<file path="src/rtl/hdlc_pkg.sv">
`default_nettype none
// ============================================================================
// Module      : hdlc_pkg
// Description : Constants and types shared by the HDLC transmit framer and the
//               matching receiver (flag pattern, stuffing and abort lengths,
//               transmitter state encoding).
// Revision    : 1.0 - initial release
// ============================================================================
package hdlc_pkg;

  // Transmitter state encoding
  typedef enum logic [2:0] {
    ST_IDLE   = 3'd0,
    ST_DATA   = 3'd1,
    ST_STUFF  = 3'd2,
    ST_ABORT7 = 3'd3,
    ST_DRAIN  = 3'd4
  } hdlc_state_e;

  // Opening/closing flag, sent LSB first: 0,1,1,1,1,1,1,0
  localparam logic [7:0] HDLC_FLAG = 8'h7E;

  // Consecutive payload ones after which a zero is inserted
  localparam int STUFF_LIMIT = 5;

  // Number of ones sent to abort a frame
  localparam int ABORT_LEN = 7;

  // Flag bit launched for a given position within the flag
  function automatic logic flag_bit(input logic [2:0] idx);
    return HDLC_FLAG[idx];
  endfunction

endpackage
`default_nettype wire

</file>
<file path="src/rtl/hdlc_bit_stuffer.sv">
`default_nettype none
// ============================================================================
// Module      : hdlc_bit_stuffer
// Description : Tracks the run of consecutive payload ones on the serial line
//               and flags when the next launched bit must be a stuffed zero.
//               Any launch that is not a payload bit (flag, abort, stuffed
//               zero) breaks the run.
// Revision    : 1.0 - initial release
// ============================================================================
module hdlc_bit_stuffer
  import hdlc_pkg::*;
(
  input  logic clk,
  input  logic reset,
  input  logic payload_en,   // a payload bit is launched on this edge
  input  logic payload_bit,  // value of the payload bit being considered
  output logic stuff_req     // launching payload_bit completes a run of ones
);

  localparam logic [2:0] C_RUN_BEFORE_STUFF = 3'(STUFF_LIMIT - 1);

  logic [2:0] ones_cnt_q;
  logic [2:0] ones_cnt_d;

  // Next run length: grows on launched payload ones, clears on anything else
  always_comb begin
    ones_cnt_d = 3'd0;
    if (payload_en && payload_bit) begin
      ones_cnt_d = ones_cnt_q + 3'd1;
    end
  end

  // A one launched on top of a run of four makes five: stuff next
  always_comb begin
    stuff_req = payload_bit && (ones_cnt_q == C_RUN_BEFORE_STUFF);
  end

  // Run-length register
  always_ff @(posedge clk or posedge reset) begin
    if (reset) begin
      ones_cnt_q <= 3'd0;
    end else begin
      ones_cnt_q <= ones_cnt_d;
    end
  end

endmodule
`default_nettype wire

</file>
<file path="src/rtl/hdlc_tx_framer.sv">
`default_nettype none
// ============================================================================
// Module      : hdlc_tx_framer
// Description : HDLC transmit framer. Sends continuous flags while idle,
//               serialises payload bytes LSB first with zero-bit stuffing,
//               chains back-to-back bytes without gaps and closes each frame
//               with a flag. Underrun ends the frame early.
//               Build option HDLC_TX_ABORT_EN: honours the abort input
//               (seven ones, then drain of the remaining frame bytes) and
//               turns underrun into an abort sequence.
// Revision    : 1.0 - initial release
// ============================================================================
module hdlc_tx_framer
  import hdlc_pkg::*;
(
  input  logic       clk,
  input  logic       reset,
  input  logic       in_valid,
  input  logic [7:0] in_data,
  input  logic       in_last,
  output logic       in_ready,
  input  logic       abort,
  output logic       dout,
  output logic       underrun,
  output logic       busy
);

  localparam logic [2:0] C_LAST_BIT   = 3'd7;
  localparam logic [2:0] C_ABORT_LAST = 3'(ABORT_LEN - 1);

  hdlc_state_e state_q, state_d;
  logic [2:0]  flag_idx_q, flag_idx_d;
  logic [2:0]  bit_idx_q, bit_idx_d;
  logic [7:0]  shift_q, shift_d;
  logic        last_q, last_d;        // current byte closes the frame
  logic        tail_q, tail_d;        // pending stuff bit follows bit7
  logic        drain_q, drain_d;      // frame remainder must be discarded
  logic [2:0]  abort_cnt_q, abort_cnt_d;
  logic        dout_q, dout_d;
  logic        underrun_q, underrun_d;
  logic        busy_q, busy_d;

  logic        w_payload_en;
  logic        w_stuff_req;
  logic        w_accept;
  logic        w_abort_take;
  logic        w_byte_end;

  hdlc_bit_stuffer u_stuffer (
    .clk         (clk),
    .reset       (reset),
    .payload_en  (w_payload_en),
    .payload_bit (shift_q[0]),
    .stuff_req   (w_stuff_req)
  );

`ifdef HDLC_TX_ABORT_EN
  assign w_abort_take = abort && ((state_q == ST_DATA) || (state_q == ST_STUFF));
`else
  logic w_unused_abort;
  assign w_unused_abort = abort;
  assign w_abort_take   = 1'b0;
`endif

  // Upstream handshake: open on the last bit launched before a byte is needed
  always_comb begin
    in_ready = 1'b0;
    case (state_q)
      ST_IDLE:  in_ready = (flag_idx_q == C_LAST_BIT);
      ST_DATA:  in_ready = (bit_idx_q == C_LAST_BIT) && !w_stuff_req && !last_q;
      ST_STUFF: in_ready = tail_q && !last_q;
      ST_DRAIN: in_ready = 1'b1;
      default:  in_ready = 1'b0;
    endcase
    if (reset) begin
      in_ready = 1'b0;
    end
  end

  assign w_accept = in_valid && in_ready;

  // A byte finishes when bit7 (or the stuff bit after it) launches this edge
  assign w_byte_end = !w_abort_take &&
                      (((state_q == ST_DATA) && (bit_idx_q == C_LAST_BIT) && !w_stuff_req) ||
                       ((state_q == ST_STUFF) && tail_q));

  // Next-state and next-bit selection
  always_comb begin
    state_d      = state_q;
    flag_idx_d   = flag_idx_q;
    bit_idx_d    = bit_idx_q;
    shift_d      = shift_q;
    last_d       = last_q;
    tail_d       = tail_q;
    drain_d      = drain_q;
    abort_cnt_d  = abort_cnt_q;
    dout_d       = 1'b1;
    underrun_d   = 1'b0;
    w_payload_en = 1'b0;

    case (state_q)
      ST_IDLE: begin
        dout_d     = flag_bit(flag_idx_q);
        flag_idx_d = flag_idx_q + 3'd1;
        if (w_accept) begin
          state_d   = ST_DATA;
          shift_d   = in_data;
          last_d    = in_last;
          bit_idx_d = 3'd0;
        end
      end
      ST_DATA: begin
        dout_d       = shift_q[0];
        w_payload_en = 1'b1;
        shift_d      = {1'b0, shift_q[7:1]};
        bit_idx_d    = bit_idx_q + 3'd1;
        if (w_stuff_req) begin
          state_d = ST_STUFF;
          tail_d  = (bit_idx_q == C_LAST_BIT);
        end
      end
      ST_STUFF: begin
        dout_d = 1'b0;
        if (!tail_q) begin
          state_d = ST_DATA;
        end
      end
      ST_ABORT7: begin
        dout_d      = 1'b1;
        abort_cnt_d = abort_cnt_q + 3'd1;
        if (abort_cnt_q == C_ABORT_LAST) begin
          flag_idx_d = 3'd0;
          state_d    = drain_q ? ST_DRAIN : ST_IDLE;
        end
      end
      ST_DRAIN: begin
        dout_d     = flag_bit(flag_idx_q);
        flag_idx_d = flag_idx_q + 3'd1;
        if (w_accept && in_last) begin
          state_d = ST_IDLE;
        end
      end
      default: begin
        state_d    = ST_IDLE;
        flag_idx_d = 3'd0;
      end
    endcase

    if (w_byte_end) begin
      tail_d = 1'b0;
      if (last_q) begin
        state_d    = ST_IDLE;
        flag_idx_d = 3'd0;
      end else if (in_valid) begin
        state_d   = ST_DATA;
        shift_d   = in_data;
        last_d    = in_last;
        bit_idx_d = 3'd0;
      end else begin
        underrun_d = 1'b1;
`ifdef HDLC_TX_ABORT_EN
        state_d     = ST_ABORT7;
        abort_cnt_d = 3'd0;
        drain_d     = 1'b0;
`else
        state_d    = ST_IDLE;
        flag_idx_d = 3'd0;
`endif
      end
    end

    // Abort replaces whatever would have launched, including a last-byte accept
    if (w_abort_take) begin
      dout_d       = 1'b1;
      w_payload_en = 1'b0;
      tail_d       = 1'b0;
      state_d      = ST_ABORT7;
      abort_cnt_d  = 3'd1;
      drain_d      = !(last_q || (w_accept && in_last));
    end

    busy_d = (state_d != ST_IDLE);
  end

  // FSM, datapath and registered outputs
  always_ff @(posedge clk or posedge reset) begin
    if (reset) begin
      state_q     <= ST_IDLE;
      flag_idx_q  <= 3'd0;
      bit_idx_q   <= 3'd0;
      shift_q     <= 8'd0;
      last_q      <= 1'b0;
      tail_q      <= 1'b0;
      drain_q     <= 1'b0;
      abort_cnt_q <= 3'd0;
      dout_q      <= 1'b1;
      underrun_q  <= 1'b0;
      busy_q      <= 1'b0;
    end else begin
      state_q     <= state_d;
      flag_idx_q  <= flag_idx_d;
      bit_idx_q   <= bit_idx_d;
      shift_q     <= shift_d;
      last_q      <= last_d;
      tail_q      <= tail_d;
      drain_q     <= drain_d;
      abort_cnt_q <= abort_cnt_d;
      dout_q      <= dout_d;
      underrun_q  <= underrun_d;
      busy_q      <= busy_d;
    end
  end

  assign dout     = dout_q;
  assign underrun = underrun_q;
  assign busy     = busy_q;

endmodule
`default_nettype wire

</file>
<file path="config.mk">
export PLATFORM = sky130hd
export DESIGN_NAME = hdlc_tx_framer
export DESIGN_NICKNAME = d
export VERILOG_FILES = /design/src/rtl/hdlc_pkg.sv /design/src/rtl/hdlc_bit_stuffer.sv /design/src/rtl/hdlc_tx_framer.sv
export SDC_FILE = /design/constraint.sdc
export NUM_CORES = 1
export LEC_CHECK = 0
export ABC_CLOCK_PERIOD_IN_PS = 1800
export BUFFER_PORTS_ARGS = -buffer_cell sky130_fd_sc_hd__buf_2
export CORE_AREA = 2 2 67 69
export CTS_BUF_LIST = sky130_fd_sc_hd__clkbuf_2 sky130_fd_sc_hd__clkbuf_4 sky130_fd_sc_hd__clkbuf_8
export DETAILED_ROUTE_END_ITERATION = 16
export DIE_AREA = 0 0 69 71
export PLACE_DENSITY = 0.6
export SETUP_SLACK_MARGIN = 0.2
export SLEW_MARGIN = 30
export SYNTH_ARGS = -nofsm -noshare
export SYNTH_HDL_FRONTEND = slang
export SYNTH_SLANG_ARGS = --single-unit
</file>
<file path="constraint.sdc">
create_clock -name clk -period 1.8 [get_ports clk]
set_input_delay 0.18 -clock clk [delete_from_list [all_inputs] [get_ports clk]]
set_output_delay 0.18 -clock clk [all_outputs]
set_load 0.02 [all_outputs]
</file>
==> results.json <==
{
  "outcome": "finished, violations left",
  "violations_in_the_final_reports": "negative setup slack",
  "nets": 243,
  "r2r_setup_slack_ns": -0.004,
  "avgRoutedWirePerCell_um": 13.16,
  "cts.sink_count": 28,
  "cts_buffer_depth": 2,
  "detail-route-antenna-nets": 0,
  "min_path_type": "in2reg",
  "start_kind": "flop",
  "final.fill_count": 394,
  "critPathArrivalTime_ns": 1.96,
  "routed_via_density": 5.103,
  "wirelength_um": 3566,
  "clk_pin_slew_worst_paths_ns": 0.10,
  "worstSetupStartpoint": "state_q[2]$_DFF_PP0_",
  "async_reset_ff_share_pct": 100.0,
  "post-layout-total-power_mw": 2.734,
  "netlist_area_um2": 1602,
  "post_synth_edffs": 0,
  "die_area_um2": 4899,
  "max_cap_viol_count": 0,
  "mappedNetlistNets": 200,
  "worstPathRequired_ns": 1.96,
  "finalInstanceArea_um2": 2170,
  "worst_r2r_end": "busy$_DFF_PP0_",
  "drt-initial-drc-count": 60,
  "synth_seq_cells": 28,
  "via_count": 1383,
  "crit_cells": 5,
  "pwr_density_cell_nw_per_um2": 1260,
  "internal_power_mw": 1.776,
  "fp-row-count": 24,
  "core-area_um2": 4204,
  "synth_cell_type_count": 47,
  "cts_tree": "yes",
  "grt.overflow.total": 0,
  "fin_crit_sh_pct": 100.2,
  "clkLatencyLatePin_ns": 0.28,
  "globalplace.congestion": 0.8227,
  "fin_worst_hold_slack_ns": 0.09657,
  "drt_drc_violations_left": 0,
  "netlist.top_cell.by_area": "sky130_fd_sc_hd__dfrtp_1",
  "drt_pre_antenna_iters": 4,
  "r2r_cells": 5,
  "synth_top_flop_cell": "sky130_fd_sc_hd__dfrtp_1",
  "cts.root.buffer_cell": "sky130_fd_sc_hd__clkbuf_8",
  "area_delta_synth_final_pct": 35.47,
  "grt_max_degree": 20,
  "hold_violations": 0,
  "antenna_found_initial": 0,
  "post-synth-top-area-fraction_pct": 42.19,
  "final_cell_count_no_fill": 271,
  "post_place_cell_area_um2": 1898,
  "htree_levels": 1,
  "maxSlewViolCount": 0,
  "port_buffers": 15,
  "grt_setup_unrepaired": "true",
  "worst_r2r_startpoint": "state_q[2]$_DFF_PP0_",
  "worst_path_max_delay_cell": "sky130_fd_sc_hd__dfrtp_2",
  "layout-drive-gt1-share_pct": 31.96,
  "postSynthCellCount": 177,
  "post_layout_minimum_cycle_time_ns": 1.804,
  "p_sw_share_pct": 35.07,
  "cell_class_contributing_the_biggest_share_of_worst_path_delay": "compound AO/OA/AOI/OAI gates",
  "type_of_element_capturing_the_critical_path": "flop",
  "power.net_switching_uw": 958.9,
  "setup_ws_ns": -0.004283,
  "die-height_um": 71,
  "path_cells": "nand4bb_1, a211o_1, a21boi_2, a21oi_2, or3_1",
  "p_clk_share_pct": 18.2,
  "width_of_the_die_um": 69,
  "total_leakage_power_nw": 0.9921,
  "timing.fmax_mhz": 554.2,
  "synth.top_cells.by_area": "sky130_fd_sc_hd__dfrtp_1, sky130_fd_sc_hd__ha_1, sky130_fd_sc_hd__nand2_1",
  "power.ir.vdd_worst_v": 0.0004412,
  "numCtsBuffers": 3,
  "ios": 17,
  "grt_first_pass_wirelength_um": 6320,
  "cp_max_fo": 6,
  "count_of_warnings_emitted_by_yosys": 0,
  "layout.cells.most_common_list": "sky130_fd_sc_hd__nand2_1, sky130_fd_sc_hd__dfrtp_1, sky130_fd_sc_hd__buf_4",
  "criticalPathCategory": "reg2reg",
  "slew_headroom_pct": 67.35,
  "gr-usage-all-layers_pct": 15.78,
  "initial_utilization_pct": 38.10,
  "diode_insertion_count_for_antenna_repair": 0,
  "worst_pin_slew_ns": 0.4891,
  "setup_violations": 3,
  "cp_slowest_stage_delay_ns": 0.48,
  "share_seq_of_total_power_pct": 35.1,
  "finalCoreUtilization_pct": 51.61,
  "syn_area_per_cell_um2": 9.048,
  "critPathBufInv": 0,
  "detailed_place_hpwl_um": 2444,
  "place_inst": 260,
  "seq_area_frac_synth_pct": 43.83,
  "most_common_library_cell_in_the_layout_ignoring_fill_and_taps": "sky130_fd_sc_hd__nand2_1",
  "grt_pass1_vias": 1383,
  "setup.worst_path.end": "busy$_DFF_PP0_",
  "power.combinational.fraction_pct": 46.6,
  "clock-skew-final_ns": 0.008376
}
-- registers in the layout, summed over array words and instances (netlist names), named ones only --
register and cells:
shift_q 8, abort_cnt_q 3, bit_idx_q 3, flag_idx_q 3
state_q 3, u_stuffer.ones_cnt_q 3, busy 1, dout 1
tail_q 1, underrun 1
-- per-stage QoR --
stage          setup WS (ns)  setup TNS (ns)
2_1_floorplan        0.01233               0
3_3_place_gp        -0.04537         -0.2414
3_5_place_dp        -0.07537         -0.5442
4_1_cts             -0.05696         -0.1498
5_1_grt             -0.08502         -0.5549
6_report           -0.004283       -0.009881
-- kinds of logic (layout without fill, tap and decap cells) --
logic type	Yosys count	after routing	share of synthesized area, %
flops	28	28	43.83
mux	2	2	1.328
compound gates	47	47	18.60
simple gates	72	72	22.27
xor+xnor	4	4	2.187
buf+inv	14	56	3.984
fa+ha+maj	10	10	7.813
-- synthesized netlist by cell type, types with 3 or more instances --
| library cell | instances |
|---|---|
| sky130_fd_sc_hd__a211o_1 | 3 |
| sky130_fd_sc_hd__a21oi_1 | 16 |
| sky130_fd_sc_hd__buf_2 | 3 |
| sky130_fd_sc_hd__dfrtp_1 | 27 |
| sky130_fd_sc_hd__ha_1 | 10 |
| sky130_fd_sc_hd__inv_1 | 7 |
| sky130_fd_sc_hd__nand2_1 | 30 |
| sky130_fd_sc_hd__nand3_1 | 11 |
| sky130_fd_sc_hd__nor2_1 | 12 |
| sky130_fd_sc_hd__nor3_1 | 3 |
| sky130_fd_sc_hd__o21ai_0 | 10 |
| sky130_fd_sc_hd__o21ai_1 | 3 |
| sky130_fd_sc_hd__xnor2_1 | 4 |
-- power by group through the flow --
| stage | clock, mW | combinational, mW | sequential [mW] |
|---|---|---|---|
| 2_1_floorplan | 0 | 0.639 | 0.982 |
| 3_3_place_gp | 0 | 1.02 | 0.939 |
| 3_5_place_dp | 0 | 1.03 | 0.946 |
| 4_1_cts | 0.509 | 1.24 | 0.939 |
| 5_1_grt | 0.535 | 1.44 | 0.990 |
| 6_report | 0.499 | 1.28 | 0.960 |
-- worst reg2reg max path: stages (launching register included) --
cell and delay [ns]:
sky130_fd_sc_hd__dfrtp_2 0.48, sky130_fd_sc_hd__nand4bb_1 0.24, sky130_fd_sc_hd__a211o_1 0.36, sky130_fd_sc_hd__a21boi_2 0.22, sky130_fd_sc_hd__a21oi_2 0.08, sky130_fd_sc_hd__or3_1 0.31
-- metal layers --
metal	global-route usage (%)	part of all wire, %	vias up
met2	27.35	47	23
met4	4.575	1.1	0
li1	-	-	706
met5	0	0	-
met1	20.89	49	650
met3	1.852	2.8	4
-- area by class of cell --
cell class | instances | area [um2] | share of cell area (%)
Clock buffer | 3 | 41.29 | 1.903
Clock inverter | 1 | 30.03 | 1.384
Inverter | 7 | 26.28 | 1.211
Multi-Input combinational cell | 135 | 955.9 | 44.06
Sequential cell | 28 | 705.7 | 32.53
Tap cell | 52 | 65.06 | 2.999
Timing Repair Buffer | 45 | 345.3 | 15.92
-- worst min path at each step --
stage,from,end,slack (ns),cells past startpoint
after floorplan,reset,async pin,0.24,1
after global placement,reset,state_q[0]$_DFF_PP0_,0.27,2
after detailed placement,reset,busy$_DFF_PP0_,0.26,2
after CTS,in_last,state_q[2]$_DFF_PP0_,0.1,2
after global routing,in_last,state_q[2]$_DFF_PP0_,0.09,2
final,in_data[3],shift_q[3]$_DFF_PP0_,0.1,3
-- what timing repair did --
action,in CTS,in global routing
hold buffers,1,0
pin swaps,19,7
endpoints found under the hold margin,10,0
gates resized for setup,24,7
buffers inserted,5,1
endpoints found under the setup margin,15,18
Power figures use the tool's default switching activity.
